**src/rtl/rs_dispatch_scheduler.sv**
```systemverilog
// Reservation-station bank and single-issue dispatch controller for one add/sub FU.
// Entries wait for operands from the CDB, dispatch round-robin, and hand results off via valid/ready.
module rs_dispatch_scheduler #(
  parameter int ENTRIES  = 4,
  parameter int TAG_W    = 3,
  parameter int DATA_W   = 16,
  parameter int BASE_TAG = 1
) (
  input  logic              clock,
  input  logic              reset,
  input  logic              issue_valid,
  output logic              issue_ready,
  input  logic [3:0]        issue_op,
  input  logic [DATA_W-1:0] issue_vj,
  input  logic [DATA_W-1:0] issue_vk,
  input  logic              issue_rj,
  input  logic              issue_rk,
  input  logic [TAG_W-1:0]  issue_qj,
  input  logic [TAG_W-1:0]  issue_qk,
  output logic [TAG_W-1:0]  issue_tag,
  input  logic              cdb_valid,
  input  logic [TAG_W-1:0]  cdb_tag,
  input  logic [DATA_W-1:0] cdb_data,
  output logic              fu_instruct,
  output logic [15:0]       fu_instruction,
  output logic [TAG_W-1:0]  fu_code,
  output logic [DATA_W-1:0] fu_reg1,
  output logic [DATA_W-1:0] fu_reg2,
  input  logic              fu_done,
  input  logic [TAG_W-1:0]  fu_code_in,
  input  logic [DATA_W-1:0] fu_dout,
  output logic              res_valid,
  output logic [TAG_W-1:0]  res_tag,
  output logic [DATA_W-1:0] res_data,
  input  logic              res_ready,
  output logic [3:0]        busy_count
);

  localparam int IDX_W = (ENTRIES > 1) ? $clog2(ENTRIES) : 1;

  typedef enum logic [1:0] {IDLE, DISPATCH, WAIT, RESULT} state_t;

  state_t             state;
  logic [ENTRIES-1:0] busy, exec, rj, rk, ready;
  logic [3:0]         op [ENTRIES];
  logic [DATA_W-1:0]  vj [ENTRIES];
  logic [DATA_W-1:0]  vk [ENTRIES];
  logic [TAG_W-1:0]   qj [ENTRIES];
  logic [TAG_W-1:0]   qk [ENTRIES];
  logic [IDX_W-1:0]   rr, cur;

  logic             free_found, sel_found, fire, byp_j, byp_k;
  logic [IDX_W-1:0] free_idx, sel_idx, probe;

  // NOTE: combinational blocks use blocking '=' and assign every output a default
  // before any conditional, so no storage (latch) is inferred.
  always_comb begin
    free_found = 1'b0;
    free_idx   = '0;
    for (int i = ENTRIES - 1; i >= 0; i--) begin
      if (!busy[i]) begin
        free_found = 1'b1;
        free_idx   = IDX_W'(i);
      end
    end
  end

  assign ready = busy & ~exec & rj & rk;

  // Round-robin: first ready entry at or after rr, wrapping.
  always_comb begin
    sel_found = 1'b0;
    sel_idx   = '0;
    probe     = '0;
    for (int k = 0; k < ENTRIES; k++) begin
      probe = IDX_W'((int'(rr) + k) % ENTRIES);
      if (!sel_found && ready[probe]) begin
        sel_found = 1'b1;
        sel_idx   = probe;
      end
    end
  end

  always_comb begin
    busy_count = '0;
    for (int i = 0; i < ENTRIES; i++) busy_count = busy_count + {3'b000, busy[i]};
  end

  assign issue_ready = free_found;
  assign issue_tag   = TAG_W'(BASE_TAG) + TAG_W'(free_idx);
  assign fire        = issue_valid && free_found;
  assign byp_j       = !issue_rj && cdb_valid && (issue_qj == cdb_tag);
  assign byp_k       = !issue_rk && cdb_valid && (issue_qk == cdb_tag);

  // NOTE: operand payload has no reset; it is only observed through busy, which is reset,
  // so clearing the storage array would add reset fan-out without changing behaviour.
  always_ff @(posedge clock) begin
    for (int i = 0; i < ENTRIES; i++) begin
      if (fire && free_idx == IDX_W'(i)) begin
        op[i] <= issue_op;
        vj[i] <= byp_j ? cdb_data : issue_vj;
        vk[i] <= byp_k ? cdb_data : issue_vk;
        rj[i] <= issue_rj || byp_j;
        rk[i] <= issue_rk || byp_k;
        qj[i] <= issue_qj;
        qk[i] <= issue_qk;
      end else if (busy[i] && cdb_valid) begin
        if (!rj[i] && qj[i] == cdb_tag) begin
          vj[i] <= cdb_data;
          rj[i] <= 1'b1;
        end
        if (!rk[i] && qk[i] == cdb_tag) begin
          vk[i] <= cdb_data;
          rk[i] <= 1'b1;
        end
      end
    end
  end

  // NOTE: sequential state uses non-blocking '<=' so every register samples pre-edge values.
  always_ff @(posedge clock or posedge reset) begin
    if (reset) begin
      state          <= IDLE;
      busy           <= '0;
      exec           <= '0;
      rr             <= '0;
      cur            <= '0;
      fu_instruct    <= 1'b0;
      fu_instruction <= '0;
      fu_code        <= '0;
      fu_reg1        <= '0;
      fu_reg2        <= '0;
      res_valid      <= 1'b0;
      res_tag        <= '0;
      res_data       <= '0;
    end else begin
      // The entry being freed is still busy this cycle, so issue never lands on it.
      if (fire) busy[free_idx] <= 1'b1;
      case (state)
        IDLE: begin
          if (sel_found) begin
            exec[sel_idx]  <= 1'b1;
            cur            <= sel_idx;
            fu_code        <= TAG_W'(BASE_TAG) + TAG_W'(sel_idx);
            fu_reg1        <= vj[sel_idx];
            fu_reg2        <= vk[sel_idx];
            fu_instruction <= {12'b0, op[sel_idx]};
            fu_instruct    <= 1'b1;
            state          <= DISPATCH;
          end
        end
        DISPATCH: begin
          fu_instruct <= 1'b0;
          state       <= WAIT;
        end
        WAIT: begin
          // fu_done is sticky; the echoed code distinguishes a fresh completion.
          if (fu_done && fu_code_in == fu_code) begin
            res_valid <= 1'b1;
            res_tag   <= fu_code;
            res_data  <= fu_dout;
            state     <= RESULT;
          end
        end
        RESULT: begin
          if (res_ready) begin
            res_valid <= 1'b0;
            busy[cur] <= 1'b0;
            exec[cur] <= 1'b0;
            rr        <= (cur == IDX_W'(ENTRIES - 1)) ? '0 : cur + 1'b1;
            state     <= IDLE;
          end
        end
        default: state <= IDLE;
      endcase
    end
  end

endmodule

```
**config.mk**
```make
export PLATFORM = sky130hd
export DESIGN_NAME = rs_dispatch_scheduler
export DESIGN_NICKNAME = d
export VERILOG_FILES = /design/src/rtl/rs_dispatch_scheduler.sv
export SDC_FILE = /design/constraint.sdc
export NUM_CORES = 1
export LEC_CHECK = 0
export ABC_AREA = 1
export BUFFER_PORTS_ARGS = -buffer_cell sky130_fd_sc_hd__buf_4
export CAP_MARGIN = 10
export CORE_MARGIN = 2
export CORE_UTILIZATION = 46
export DETAILED_ROUTE_END_ITERATION = 6
export HOLD_SLACK_MARGIN = 0.02
export PLACE_DENSITY = 0.66
export SLEW_MARGIN = 20
export SYNTH_ARGS = -nofsm -noshare
export SYNTH_HDL_FRONTEND = slang
export SYNTH_SLANG_ARGS = --single-unit
```
**constraint.sdc**
```tcl
create_clock -name clock -period 3.3 [get_ports clock]
set_input_delay 0 -clock clock [delete_from_list [all_inputs] [get_ports clock]]
set_output_delay 0 -clock clock [all_outputs]
set_load 0.02 [all_outputs]
```
==> flow_metrics.py, run 1 <==
metrics = {
    "status": {
        "status": "finished clean",
    },
    "timing": {
        "timing.fmax_mhz": 322,
        "tightest_slew_ns": 0.804,
        "finClkSkew_ns": 0.0143,
        "min_period_ns": 3.10,
        "hold_violations": 0,
        "setup_viol": 0,
        "slew-limit-headroom_pct": 46.4,
        "finalCritPeriodShare_pct": 94.0,
        "slew_viol_final": 0,
    },
    "floorplanning": {
        "core_area_mm2": 0.0271,
        "ios": 168,
        "fp-row-count": 60,
        "start_util_pct": 47.0,
        "die_w_um": 170,
        "die_area_mm2": 0.0290,
        "die-height_um": 170,
    },
    "logic_synthesis": {
        "synth_top_cell_area_share_pct": 41.5,
        "yosysWarnings": 0,
        "ys_seq_elements": 250,
        "yosys.area.top_type": "edfxtp_1",
        "ys_seq_area_share_pct": 56.0,
        "syn_inst": 1446,
        "syn_area_mm2": 0.0127,
        "synth_area_per_cell_um2": 8.81,
        "synth.distinct_cells": 42,
        "synth_top_cells_by_area": "edfxtp_1 41%, nand2_1 18%, dfrtp_1 15%, o21ai_0 6.0%, nand3_1 3.6%",
    },
    "final_layout": {
        "final_area_mm2": 0.0161,
        "fin_nets": 1772,
        "area_delta_synth_final_pct": 26.3,
        "final_common_cell": "nand2_1",
        "n_fill_cell": 2318,
        "diodes": 0,
        "final_cell_mix": "613 x nand2_1, 184 x buf_4, 176 x edfxtp_1",
        "final_util_pct": 59.4,
        "drive_gt1_share_pct": 18.0,
    },
    "flow_run": {
        "maxCapViolations": 0,
    },
    "worst_setup_path": {
        "critPathTopFamily": "buffers and inverters",
        "crit_chain": "inv_1 -> nand2_1 -> a21oi_1 -> inv_1 -> ha_1 -> nand2_1 -> clkinvlp_4 -> nor4_4 -> buf_6 -> o21ai_0 -> dlygate4sd3_1",
        "worstSetupPathType": "reg2reg",
        "end_kind": "flop",
        "crit_buf_inv": 5,
        "cpMaxStageDelayCell": "dlygate4sd3_1",
        "cp_max_fo": 32,
        "cp.arrival_ns": 3.38,
        "required_ns": 3.57,
        "start_kind": "flop",
        "max_stage_delay_ns": 0.55,
    },
    "clock_network": {
        "cts_buffers": 27,
        "cts-root-buf": "clkbuf_16",
        "htreeDepth": 1,
        "cts.reportedPaths.clkPinSlew_ns": 0.06,
        "cts.sinks": 250,
        "clk_latency_ns": 0.53,
        "clockBufferDepth": 3,
        "cts_tree": "done",
    },
    "pwr": {
        "p_leak_nw": 6.89,
        "power.switching_w": 0.00653,
        "seq_power_share_pct": 31.4,
        "pwr-share-comb_pct": 48.9,
        "power_density_mw_per_mm2": 928,
        "switching_share_pct": 43.7,
        "clock_power_share_pct": 19.7,
        "p_int_w": 0.00840,
        "vdd_ir_drop_max_mv": 0.924,
        "p_total_w": 0.0149,
    },
    "global_routing": {
        "antenna_found_initial": 0,
        "gr-usage-all-layers_pct": 23.2,
        "grt_overflow": 0,
        "grt_pass1_vias": 10100,
        "grt_pass1_wl_mm": 53.1,
        "grt_max_degree": 73,
    },
    "hold_path": {
        "worst_hold_path_type": "in2reg",
    },
    "drt": {
        "viasPerCell": 5.13,
        "wire_per_inst_um": 16.2,
        "drcViolationCount": 0,
        "ant_nets": 0,
        "vias": 10600,
        "drt_iter0_drc": 973,
        "drt-total-wl_mm": 33.4,
        "dr.pass1.iters": 5,
    },
    "placed_design": {
        "dp_hpwl_mm": 21.6,
        "dpl_cell_area_mm2": 0.0142,
        "place.gp.congestion": 0.842,
        "port-buffer-count": 154,
    },
}
==> power groups by stage <==
| stage | clock network, W | logic, W | registers [W] |
|---|---|---|---|
| final | 0.00294 | 0.00730 | 0.00469 |
| after CTS | 0.00298 | 0.00721 | 0.00469 |
| after global placement | 0 | 0.00702 | 0.00473 |
| after floorplan | 0 | 0.00460 | 0.00505 |
| after global routing | 0.00309 | 0.00817 | 0.00477 |
| after detailed placement | 0 | 0.00708 | 0.00475 |
==> state kept, by name (all words and copies together), names as in the netlist, 3 cells and up <==
signal and cells:
rk 4, fu_instruction 4, fu_reg2 16, exec 4
qj 12, vk 64, rj 4, res_tag 3
op 16, vj 64, res_data 16, fu_reg1 16
fu_code 3, busy 4, qk 12
==> cells in the mapped netlist (all sizes together) <==
cell type,n
a22oi,2
o22ai,2
o221ai,1
nand4,1
a31oi,1
xnor2,8
nand3,92
o31ai,14
or2,34
nor4,8
buf,64
fa,1
nor2,30
nor3,2
clkbuf,40
clkinv,4
and2,1
o21ai,176
conb,1
dfrtp,74
a21oi,10
ha,15
edfxtp,176
nand3b,1
o21bai,2
a2111oi,2
xor2,21
nand2,616
inv,47
==> repair_timing <==
action                                  CTS  global route
endpoints found under the hold margin   246             0
gates resized for setup                   0             7
hold buffers                             94             0
endpoints found under the setup margin    0             8
setup buffers                             0            11
==> path summary, 6_finish.rpt <==
| path | slack (ns) | endpoint | cells after the start | from |
|---|---|---|---|---|
| max | 0.20 | vk[2][12]$_DFFE_PP_ | 11 | busy[3]$_DFF_PP0_ |
| min | 0.03 | vj[0][9]$_DFFE_PP_ | 3 | issue_vj[9] |
| max reg2reg | 0.20 | vk[2][12]$_DFFE_PP_ | 11 | busy[3]$_DFF_PP0_ |
| min reg2reg | 0.48 | fu_reg1[7]$_DFFE_PP0P_ | 2 | fu_reg1[7]$_DFFE_PP0P_ |
| max in group asynchronous | 2.27 | res_data[13]$_DFFE_PP0P_ | 4 | reset |
| min in group asynchronous | 0.17 | res_data[1]$_DFFE_PP0P_ | 3 | reset |
==> final cells by class <==
cell class	instances	area, um^2	share of cell area, %
clock buffer	35	746	4.63
clock inverter	14	116	0.723
inverter	51	204	1.27
multi-input combinational	1053	4990	31.0
sequential	250	7140	44.4
tap	372	465	2.89
timing repair buffer	285	2430	15.1
==> logic make-up after synthesis <==
group	synth area share [%]
adder cells (fa/ha/maj)	1.63
other	0.0294
flip-flops	56.0
AND/OR/NAND/NOR	25.5
buffers and inverters	5.86
XOR/XNOR	2.05
AO/OA/AOI/OAI	8.91
==> per-stage QoR <==
step / hold WS (ns) / std cells / setup TNS [ns] / worst slack [ns]
2_1_floorplan: 0.0989 / 1458 / 0 / 0.916
3_3_place_gp: 0.173 / 1906 / 0 / 0.727
3_5_place_dp: 0.183 / 1906 / 0 / 0.574
4_1_cts: 0.0207 / 2049 / 0 / 0.0548
5_1_grt: 0.0392 / 2060 / -0.0611 / -0.0229
6_report: 0.0311 / 2060 / 0 / 0.199
==> worst register-to-register path: cells and delay by family (launching register included) <==
family                     cells  cell delay [ns]
AOI/OAI and AO/OA              2             0.35
adders and majority gates      1             0.21
buffers and inverters          5             1.36
DFF                            1             0.40
and+or+nand+nor                3             0.53
==> routing by layer <==
layer,vias to the layer above,wire length [um],global-route usage (%)
li1,5189,-,-
met1,4935,15000,32.6
met2,389,15500,38.4
met3,47,2420,2.84
met4,0,575,6.17
met5,-,0,0
Power figures use the tool's default switching activity.
==> inputs of run 2 (changes only) <==
==> constraint.sdc (replaced) <==
create_clock -name clock -period 2.91 [get_ports clock]
set_input_delay 0 -clock clock [delete_from_list [all_inputs] [get_ports clock]]
set_output_delay 0 -clock clock [all_outputs]
set_load 0.02 [all_outputs]
==> run 2 against run 1 <==
Routed wire length is 2.8% lower. Highest routed layer unchanged. Global-route usage down 0.17 points. Largest cell class unchanged. Sequential power rose by 14%. Total power increased by 13%. Clock-buffer cell count grew 6. Critical endpoint is now vk[2][3]$_DFFE_PP_. First-iteration DRC count fell by 26%. Fmax rose by 11%. Sequential cell count stayed put. Sequential share of layout area is 0.27 points higher. Critical path depth stayed put. Final cell count is 0.39% lower.
==> flow_metrics.py, run 2 (synthesis results as in run 1) <==
metrics = {
    "worst_setup_path": {
        "timing.rr.end": "vk[2][3]$_DFFE_PP_",
        "worst-path-stages": 11,
        "crit_top_cell": "inv_1",
        "crit_buf_inv": 5,
        "max_stage_delay_ns": 0.59,
        "reg2reg_depth": 11,
        "worstSetupPathType": "reg2reg",
        "cp.arrival_ns": 3.07,
        "cp-startpoint": "busy[3]$_DFF_PP0_",
        "cp_max_fo": 32,
        "r2r-start": "busy[3]$_DFF_PP0_",
        "end_kind": "flop",
        "critPathTopFamily": "buffers and inverters",
        "cpMaxStageDelayCell": "dlygate4sd3_1",
        "start_kind": "flop",
        "crit_path_end": "vk[2][3]$_DFFE_PP_",
        "required_ns": 3.19,
        "reg2reg_slack_ns": 0.12,
        "crit_chain": "inv_1 -> nand2_1 -> a21oi_2 -> inv_1 -> ha_1 -> nand2_1 -> inv_1 -> nor4_4 -> buf_12 -> o21ai_0 -> dlygate4sd3_1",
    },
    "drt": {
        "drcViolationCount": 0,
        "ant_nets": 0,
        "drt-total-wl_mm": 32.5,
        "viasPerCell": 5.02,
        "wire_per_inst_um": 15.8,
        "drt_iter0_drc": 721,
        "vias": 10300,
        "dr.pass1.iters": 5,
    },
    "global_routing": {
        "grtUsageMet2_pct": 38.5,
        "grt_pass1_vias": 9959,
        "grt_max_degree": 75,
        "met3_usage_pct": 2.58,
        "grt_use_met1_pct": 32.4,
        "grt_overflow": 0,
        "antenna_found_initial": 0,
        "gr-usage-all-layers_pct": 23.1,
        "busiest_layer": "met2",
        "grt_pass1_wl_mm": 52.8,
    },
    "clock_network": {
        "cts_setup_buffers": 0,
        "cts.sinks": 250,
        "cts-root-buf": "clkbuf_16",
        "htreeDepth": 1,
        "clockBufferDepth": 3,
        "cts_buffers": 28,
        "clk_latency_ns": 0.54,
        "cts_tree": "done",
        "cts.reportedPaths.clkPinSlew_ns": 0.06,
    },
    "timing": {
        "finalCritPeriodShare_pct": 96.0,
        "setup_tns_ns": 0,
        "tightest_slew_ns": 0.951,
        "rsz0062_at_grt": "false",
        "finClkSkew_ns": 0.0134,
        "setup_viol": 0,
        "slew-limit-headroom_pct": 36.6,
        "setup_slack_ns": 0.115,
        "holdWs_ns": 0.0513,
        "hold_violations": 0,
        "timing.fmax_mhz": 358,
        "min_period_ns": 2.79,
        "slew_viol_final": 0,
    },
    "final_layout": {
        "fin_nets": 1762,
        "drive_gt1_share_pct": 17.6,
        "n_fill_cell": 2333,
        "reg_top3": "vj (64), vk (64)",
        "final_area_mm2": 0.0160,
        "multi_input_area_mm2": 0.00500,
        "seq_area_mm2": 0.00714,
        "final_cell_mix": "613 x nand2_1, 186 x buf_4, 176 x edfxtp_1",
        "final_common_cell": "nand2_1",
        "diodes": 0,
        "area_delta_synth_final_pct": 25.6,
    },
    "pwr": {
        "p_leak_nw": 6.86,
        "vdd_ir_drop_max_mv": 1.27,
        "power_density_mw_per_mm2": 1060,
        "p_total_w": 0.0169,
    },
    "status": {
        "status": "finished clean",
    },
    "floorplanning": {
        "die_area_mm2": 0.0290,
        "core_area_mm2": 0.0271,
        "start_util_pct": 47.0,
        "die-height_um": 170,
        "die_w_um": 170,
        "ios": 168,
        "fp-row-count": 60,
    },
    "placed_design": {
        "dp_hpwl_mm": 21.4,
        "place.gp.congestion": 0.860,
        "pre_cts_slack_ns": 0.342,
        "port-buffer-count": 154,
        "dpl_cell_area_mm2": 0.0142,
    },
    "hold_path": {
        "worst_hold_path_type": "in2reg",
        "hold_path_depth": 3,
    },
    "flow_run": {
        "maxCapViolations": 0,
    },
}
[run 2: area by class of cell]
class,count,area share (%)
clock buffers,41,4.88
flip-flops and latches,250,44.6
inverters,51,1.20
multi-input cells,1053,31.3
well taps,372,2.91
repair buffers,274,14.4
clock inverters,11,0.665
[run 2: worst register-to-register path: cells and delay by family (launching register included)]
family,cells,cell delay (ns)
flops,1,0.40
fa+ha+maj,1,0.21
buf+inv,5,1.18
simple gates,3,0.41
compound gates,2,0.33
[run 2: per-layer routing]
metal | wire length, um | share of wire (%) | vias to the layer above
li1 | - | - | 5179
met1 | 14400 | 44 | 4709
met2 | 15100 | 47 | 368
met3 | 2340 | 7.2 | 46
met4 | 590 | 1.8 | 0
met5 | 0 | 0 | -
[run 2: how the worst min path moves through the flow]
| stage | startpoint | end | slack, ns |
|---|---|---|---|
| after floorplan | issue_op[0] | op[0][0]$_DFFE_PP_ | 0.1 |
| after detailed placement | fu_dout[6] | res_data[6]$_DFFE_PP0P_ | 0.20 |
| after CTS | issue_vk[9] | vk[1][9]$_DFFE_PP_ | 0.03 |
| after global routing | cdb_valid | rj[0]$_SDFFCE_PN1P_ | 0.08 |
| after global placement | fu_dout[9] | res_data[9]$_DFFE_PP0P_ | 0.20 |
| final | cdb_valid | rj[0]$_SDFFCE_PN1P_ | 0.05 |
[run 2: repair_timing]
action | in CTS | in global routing
setup endpoints to repair | 0 | 4
hold endpoints to repair | 276 | 0
gates resized for setup | 0 | 6
hold buffers | 84 | 0
[run 2: power by group]
part / internal [W] / switching, W
combinational: 0.00264 / 0.00551
sequential: 0.00489 / 0.000442
clock: 0.00203 / 0.00137
total: 0.00956 / 0.00732
[run 2: stage by stage]
step / std cells / utilization [%]
after floorplan: 1458 / -
after global placement: 1916 / 52.5
after detailed placement: 1916 / 52.5
after CTS: 2052 / 58.9
after global routing: 2052 / 59.0
final: 2052 / 59.0
==> inputs of run 3 (changes only) <==
--- a/config.mk
+++ b/config.mk
@@ -13,6 +13,7 @@
 export DETAILED_ROUTE_END_ITERATION = 6
 export HOLD_SLACK_MARGIN = 0.02
 export PLACE_DENSITY = 0.66
+export REMOVE_ABC_BUFFERS = 1
 export SLEW_MARGIN = 20
 export SYNTH_ARGS = -nofsm -noshare
 export SYNTH_HDL_FRONTEND = slang
==> run 3 against run 2 <==
Critical path depth down 2. Fmax up 3.7%. Clock power up 12%.
==> flow_metrics.py, run 3 (synthesis results as in run 1) <==
metrics = {
    "timing": {
        "slew-limit-headroom_pct": 27.4,
        "rsz0062_at_grt": "false",
        "setup_viol": 0,
        "finClkSkew_ns": 0.0121,
        "finalCritPeriodShare_pct": 92.6,
        "timing.fmax_mhz": 371,
        "setup_tns_ns": 0,
        "tightest_slew_ns": 1.09,
        "slew_viol_final": 0,
        "min_period_ns": 2.70,
        "holdWs_ns": 0.0526,
        "hold_violations": 0,
    },
    "worst_setup_path": {
        "worstSetupPathType": "reg2reg",
        "reg2reg_slack_ns": 0.21,
        "cp-startpoint": "busy[1]$_DFF_PP0_",
        "max_stage_delay_ns": 0.59,
        "cp_max_fo": 32,
        "required_ns": 3.20,
        "cpMaxStageDelayCell": "dlygate4sd3_1",
        "cp.arrival_ns": 2.98,
        "crit_top_cell": "inv_2",
        "start_kind": "flop",
        "end_kind": "flop",
        "r2r-start": "busy[1]$_DFF_PP0_",
        "crit_chain": "inv_2 -> nor3_1 -> nor2_1 -> nand2_1 -> inv_2 -> nor4_4 -> buf_4 -> o21ai_0 -> dlygate4sd3_1",
    },
    "clock_network": {
        "cts_buffers": 28,
        "cts.sinks": 250,
        "cts_tree": "done",
        "htreeDepth": 1,
        "clk_latency_ns": 0.54,
        "cts-root-buf": "clkbuf_16",
        "cts.reportedPaths.clkPinSlew_ns": 0.06,
        "clockBufferDepth": 3,
    },
    "floorplanning": {
        "die_area_mm2": 0.0290,
        "ios": 168,
        "core_area_mm2": 0.0271,
        "die_w_um": 170,
        "start_util_pct": 47.0,
        "fp-row-count": 60,
        "die-height_um": 170,
    },
    "drt": {
        "ant_nets": 0,
        "wire_per_inst_um": 16.4,
        "drt-total-wl_mm": 33.7,
        "vias": 10600,
        "drcViolationCount": 0,
        "drt_iter0_drc": 770,
        "dr.pass1.iters": 6,
        "viasPerCell": 5.16,
    },
    "hold_path": {
        "worst_hold_path_type": "in2reg",
        "worstHoldStart": "issue_vj[6]",
    },
    "final_layout": {
        "final_common_cell": "nand2_1",
        "drive_gt1_share_pct": 18.3,
        "diodes": 0,
        "area_delta_synth_final_pct": 27.2,
        "fin_nets": 1768,
        "final_cell_mix": "613 x nand2_1, 190 x buf_4, 176 x edfxtp_1",
        "reg_top3": "vj (64), vk (64)",
    },
    "placed_design": {
        "dp_hpwl_mm": 21.4,
        "port-buffer-count": 154,
        "place.gp.congestion": 0.891,
    },
    "pwr": {
        "power_density_mw_per_mm2": 1070,
        "vdd_ir_drop_max_mv": 0.740,
        "p_leak_nw": 6.95,
    },
    "global_routing": {
        "grt_overflow": 0,
        "grt_pass1_wl_mm": 53.3,
        "grt_pass1_vias": 10300,
        "gr-usage-all-layers_pct": 23.3,
        "grt_max_degree": 73,
        "antenna_found_initial": 0,
    },
    "flow_run": {
        "maxCapViolations": 0,
    },
    "status": {
        "status": "finished clean",
    },
}
## run 3: changes by cell type in the layout (fill, tap and decap cells not counted)
cell           change
dlygate4sd3_1      +2
inv_1              -1
buf_4              +4
inv_2              +1
bufinv_16          +4
buf_12             +1
o31ai_2            -3
buf_6              -1
clkinvlp_2         +1
o31ai_4            +3
clkbuf_1           -7
clkinv_1           -1
clkinv_2           -2
clkinv_4           +4
## run 3: final cells by class
type	instances	area, um^2
flip-flops and latches	250	7140
well taps	372	465
repair buffers	280	2370
clock buffers	34	754
inverters	51	193
fillers	2266	10900
multi-input cells	1053	5030
clock inverters	17	253
## run 3: worst max-delay path: cells and delay by family, from the launching register on
family          cells  cell delay, ns
compound gates      1            0.15
buf+inv             4            1.15
flops               1            0.41
simple gates        4            0.72
## run 3: per-layer routing
layer	vias up	wire length (um)	GRT usage [%]
met4	0	1020	8.58
met1	4974	14400	30.7
li1	5185	-	-
met3	82	1950	2.35
met5	-	0	0
met2	380	16300	40.0
## run 3: final timing paths
| check | to | cells past startpoint |
|---|---|---|
| max | vk[3][8]$_DFFE_PP_ | 9 |
| min | vj[3][6]$_DFFE_PP_ | 3 |
| min reg2reg | fu_reg2[1]$_DFFE_PP0P_ | 2 |
| max reg2reg | vk[3][8]$_DFFE_PP_ | 9 |
| max in group asynchronous | busy[3]$_DFF_PP0_ | 5 |
| min in group asynchronous | fu_reg2[11]$_DFFE_PP0P_ | 4 |
## run 3: timing repair
| action | CTS | global route |
|---|---|---|
| setup buffers | 0 | 0 |
| endpoints found under the setup margin | 0 | 4 |
| resized for setup | 0 | 3 |
| hold endpoints to repair | 276 | 0 |
| hold buffers | 86 | 0 |
## run 3: stage by stage
stage          worst slack [ns]  cells  power [W]  util (%)  cell area (um^2)
2_1_floorplan            -0.300   1354     0.0103         -             12200
3_3_place_gp              0.413   1920     0.0133      52.8             14300
3_5_place_dp              0.375   1920     0.0135      52.8             14300
4_1_cts                   0.142   2057     0.0174      59.7             16200
5_1_grt                  0.0499   2057     0.0186      59.8             16200
6_report                  0.215   2057     0.0173      59.8             16200
## run 3: where the power goes
part / switching, W / internal, W
Combinational: 0.00545 / 0.00273
Sequential: 0.000432 / 0.00489
Clock: 0.00144 / 0.00238
Total: 0.00733 / 0.0100
